==> src/rtl/fourinput_tsm_share_combiner.sv <==
// Two-beat share combiner for the four-input HO-TSM1 monomial generator.
// Optional output refresh: define TSM_OUTPUT_REFRESH_EN.
module fourinput_tsm_share_combiner #(
    parameter logic [15:0] ANF_COEFF = 16'h0000
) (
    input  logic        clk,
    input  logic        rst,
    input  logic [15:1] mono_share1,
    input  logic [15:1] mono_share2,
    input  logic        in_valid,
    output logic        in_ready,
    output logic        phase_sel,
    input  logic        rand_out,
    output logic        out_share1,
    output logic        out_share2,
    output logic        out_valid,
    input  logic        out_ready
);

    typedef enum logic [2:0] {
        CAP0 = 3'd0,
        SUM0 = 3'd1,
        CAP1 = 3'd2,
        SUM1 = 3'd3,
        OUT  = 3'd4
    } state_t;

    state_t      state_q;
    state_t      state_d;
    logic        phase_q;
    logic        phase_d;
    logic [15:1] m1_q;
    logic [15:1] m2_q;
    logic        acc1_q;
    logic        acc2_q;
    logic        sel1;
    logic        sel2;
    logic        capture;
    logic        rnd;

`ifdef TSM_OUTPUT_REFRESH_EN
    assign rnd = rand_out;
`else
    logic unused_rand;
    assign unused_rand = rand_out;
    assign rnd = 1'b0;
`endif

    // Separate trees per share so the two halves never meet before the output.
    assign sel1 = ^(m1_q & ANF_COEFF[15:1]);
    assign sel2 = ^(m2_q & ANF_COEFF[15:1]);

    assign in_ready   = (state_q == CAP0) || (state_q == CAP1);
    assign out_valid  = (state_q == OUT);
    assign capture    = in_ready && in_valid;
    assign phase_sel  = phase_q;
    assign out_share1 = acc1_q;
    assign out_share2 = acc2_q;

    always_comb begin
        state_d = state_q;
        unique case (state_q)
            CAP0: if (in_valid) state_d = SUM0;
            SUM0: state_d = CAP1;
            CAP1: if (in_valid) state_d = SUM1;
            SUM1: state_d = OUT;
            OUT:  if (out_ready) state_d = CAP0;
            default: state_d = CAP0;
        endcase
        phase_d = (state_d == CAP1) || (state_d == SUM1) ||
                  (state_d == OUT);
    end

    always_ff @(posedge clk) begin
        if (rst) begin
            state_q <= CAP0;
            phase_q <= 1'b0;
            m1_q    <= '0;
            m2_q    <= '0;
            acc1_q  <= 1'b0;
            acc2_q  <= 1'b0;
        end else begin
            state_q <= state_d;
            phase_q <= phase_d;
            if (capture) begin
                m1_q <= mono_share1;
                m2_q <= mono_share2;
            end
            if (state_q == SUM0) begin
                acc1_q <= sel1;
                acc2_q <= sel2;
            end else if (state_q == SUM1) begin
                acc1_q <= acc1_q ^ sel1 ^ ANF_COEFF[0] ^ rnd;
                acc2_q <= acc2_q ^ sel2 ^ rnd;
            end
        end
    end

endmodule

==> config.mk <==
export PLATFORM = sky130hd
export DESIGN_NAME = fourinput_tsm_share_combiner
export DESIGN_NICKNAME = d
export VERILOG_FILES = /design/src/rtl/fourinput_tsm_share_combiner.sv
export SDC_FILE = /design/constraint.sdc
export NUM_CORES = 1
export LEC_CHECK = 0
export BUFFER_PORTS_ARGS = -buffer_cell sky130_fd_sc_hd__buf_2
export CAP_MARGIN = 20
export CORE_AREA = 5 5 42 44
export CTS_BUF_LIST = sky130_fd_sc_hd__clkbuf_8
export DETAILED_ROUTE_END_ITERATION = 6
export DIE_AREA = 0 0 47 49
export PLACE_DENSITY = 0.52
export SYNTH_ARGS = -nofsm -noshare
export SYNTH_HDL_FRONTEND = slang
export SYNTH_SLANG_ARGS = --single-unit
==> constraint.sdc <==
create_clock -name clk -period 1.2 [get_ports clk]
set_clock_uncertainty 0.1 [all_clocks]
set_input_delay 0.24 -clock clk [delete_from_list [all_inputs] [get_ports clk]]
set_output_delay 0.24 -clock clk [all_outputs]
set_load 0.05 [all_outputs]
# == After elaboration in Yosys (flattened, before gate mapping) ==
# Index checks and enable logic that the tools add are counted.
# Widths: inputs -> output; s select.
# word_totals
reg_bits,4
# op_classes
eq_ne,7
n_mux,4
n_reduce_logical,4
# ops
op,n
$pmux 3 s5,1
$eq 3x2->1 const B,4
$mux 3,3
$eq 3x3->1 const B,2
$eq 3x1->1 const B,1
$logic_not 3->1,1
$logic_or 1x1->1,3

# == Logic depth before layout (Yosys ltp) ==
# depth
depth_word,5
mapped_depth,3

# == Worst setup path before layout ==
# No wires, ideal clock.
# synth_timing
kind,reg2out
start,reg state_q[0]
end,out out_valid
t_arrival_ps,1597
required_ps,860
path_slack_ps,-737
path_stages_with_launch,3
path_buffers,1
cell_sequence,dfxtp_1 > clkbuf_2 > nor3b_1
# synth_via
elab_chain_cells,1
# synth_rtl
element,line,source
from (decl),28,state_t state_q;
from (signal assigned),83,state_q <= state_d;
$eq 3x3->1,54,assign out_valid = (state_q == OUT);
to (decl),16,"output logic out_valid,"
# Every way passes these cells.

# == Worst setup path after layout ==
# layout_timing
start,reg state_q[2]
end,out in_ready
# layout_via
elab_chain_cells,2
word_cells_on_any_way,3
# layout_rtl
element,line,source
$eq 3x2->1 / $logic_not 3->1 (equally long branches),53,assign in_ready = (state_q == CAP0) || (state_q == CAP1);
$logic_or 1x1->1 *,53,
to (decl),11,"output logic in_ready,"
# Every way passes the cells marked *; elsewhere a longest branch is shown, timed or not.

==> results.yml <==
sta:
  finalSetupViolations: 2
  finalCriticalPeriod_ns: 1.26
  slew_viol_final: 0
  setup_tns_ns: -0.117
  fin_crit_sh: 1.05
  worst_slack_ns: -0.0595
  grt_setup_unrepaired: "yes"
  fmax_ghz: 0.794
  hold_viol: 0
pwr:
  p_leak_uw: 0.000144
  vdd_drop_max_mv: 0.839
  powerDensity_nw_per_um2: 1520
  p_total_uw: 524
routing:
  drt_iter0_drc: 2
  drtAntennaViolNets: 0
  drcViolationCount: 0
  routed_via_density: 3.66
  drt-total-wl_um: 408
  vias: 172
  avgRoutedWirePerCell_um: 8.68
  drtPass1Iterations: 3
placed_design:
  place_ws_ns: -0.00529
  finalWeightedCongestion: 0.694
  hpwl_um: 307
  io_buffer_count: 6
yosys:
  synth_area_um2: 176
  synthCells: 18
  ys_top_cells_by_area: "dfxtp_1 (45%), buf_4 (8.5%), or4b_4 (7.8%), a21oi_1 (5.7%), nor4b_1 (5.0%)"
  ys_ff_latch: 4
  yosys.area.top_type: "dfxtp_1"
  yosys_warnings: 0
  synth.yosys.seq_area_share: 0.454
  synth_top_cell_area_share: 0.454
  ys_types: 13
  syn_avg_cell_area_um2: 9.80
layout:
  final_common_cell: "buf_4"
  n_fill_cell: 151
  syn_to_final_growth_pct: 95.7
  num-nets-final: 68
  final_util: 0.246
  multi_input_area_um2: 106
  drive_gt1_frac: 0.742
  antenna_cells: 0
  regArea_um2: 86.3
  final_cell_mix: "buf_4 (5), buf_2 (4), clkbuf_8 (3), buf_6 (3)"
floorplan:
  die-area_um2: 2300
  core_area_um2: 1400
  ios: 40
  start_util: 0.126
  rows: 14
  die_h_um: 49
  dieWidth_um: 47
clock_tree:
  worstSkewPairLatency_ns: 0.22
  clk_pin_slew_ns: 0.03
  cts_max_path_buffers: 2
  h-tree-depth: 1
  postCtsSetupBuffers: 0
  cts_buffers: 3
  root_buffer: "clkbuf_8"
  cts_tree: "yes"
  clock_sinks: 4
worst_setup_path:
  cp.required_ns: 0.86
  path_max_fanout: 4
  worstSetupEndpointType: "output pin"
  worst_path_max_delay_cell: "dfxtp_2"
  start_kind: "flip-flop"
  critPathArrivalTime_ns: 0.92
  critical_path.max_stage_delay_ns: 0.32
  cp_cell_sequence: "buf_4 -> nor2_4 -> buf_6"
  critPathKind: "reg2out"
global_routing:
  use_met3: 0.0738
  grt_usage: 0.0472
  top_usage_layer: "met3"
  use_met1: 0.0441
  antenna_found_initial: 0
  grt_max_degree: 6
  grt_pass1_vias: 175
  grt-ovfl-total: 0
  grt_first_pass_wirelength_um: 655
  grtUsageMet2: 0.0543
job:
  cap_violations: 0
outcome:
  violations: "setup timing"
  status: "finished, violations left"
min_path:
  min_path_type: "in2reg"
-- final timing paths --
path	slack, ns	cells after the start	start	endpoint
worst max-delay path	-0.06	3	state_q[2]$_SDFF_PP0_	in_ready
worst min-delay path	0.13	2	rst	state_q[2]$_SDFF_PP0_
worst max register to register	0.03	2	state_q[0]$_SDFF_PP0_	state_q[2]$_SDFF_PP0_
worst min register to register	0.45	2	state_q[2]$_SDFF_PP0_	state_q[0]$_SDFF_PP0_
-- through the flow --
stage / instances / hold WS, ns / instance area (µm²)
after global placement: 44 / 0.356 / 269
after floorplan: 19 / 0.209 / 203
final: 47 / 0.131 / 345
after detailed placement: 44 / 0.356 / 269
after global routing: 47 / 0.131 / 345
after CTS: 47 / 0.117 / 338
-- repair_timing --
action,4_1_cts,5_1_grt
hold buffers,0,0
gates resized for setup,10,2
endpoints found under the setup margin,4,4
pin swaps,1,1
-- cell usage after synthesis --
cell / count
dfxtp_1: 4
a21oi_1: 2
buf_4: 2
clkbuf_2: 1
conb_1: 1
nand3b_1: 1
nor2_1: 1
nor3_1: 1
nor3b_1: 1
nor4b_1: 1
o21bai_1: 1
or4b_4: 1
xnor2_1: 1
-- flip-flops by register name, indices dropped and copies added, names as in the netlist --
signal,cells
phase_sel,1
state_q,3
-- where the power goes --
part,internal (µW),total [µW],switching [µW]
Clock,214,283,68.9
Sequential,143,152,9.33
Combinational,35.8,89.0,53.2
-- area by class of cell --
cell class,count,area share
flip-flops and latches,4,0.250
multi-input cells,12,0.308
clock buffers,3,0.120
well taps,16,0.0580
repair buffers,12,0.264
-- routing by layer --
metal  vias up  part of all wire  wire (µm)
met3         0              0.25        100
met4         0                 0          0
met2        13              0.36        147
met1        74              0.39        161
li1         85                 -          -
met5         -                 0          0
-- cells by family (layout without fill, tap and decap cells) --
group                     Yosys count  in the layout  share of synthesized area
buffers and inverters               3             15                      0.113
and+or+nand+nor                     6              6                      0.262
xor gates and xnor gates            1              1                     0.0497
AOI/OAI and AO/OA                   3              3                     0.0993
DFF                                 4              4                      0.454
other                               1              2                     0.0213
-- worst max-delay path, delay by kind of cell (launching register included) --
| family | cells | cell delay (ns) |
|---|---|---|
| buf+inv | 2 | 0.28 |
| simple gates | 1 | 0.09 |
| flops | 1 | 0.32 |
No activity file was read; power rests on OpenSTA's default activity.
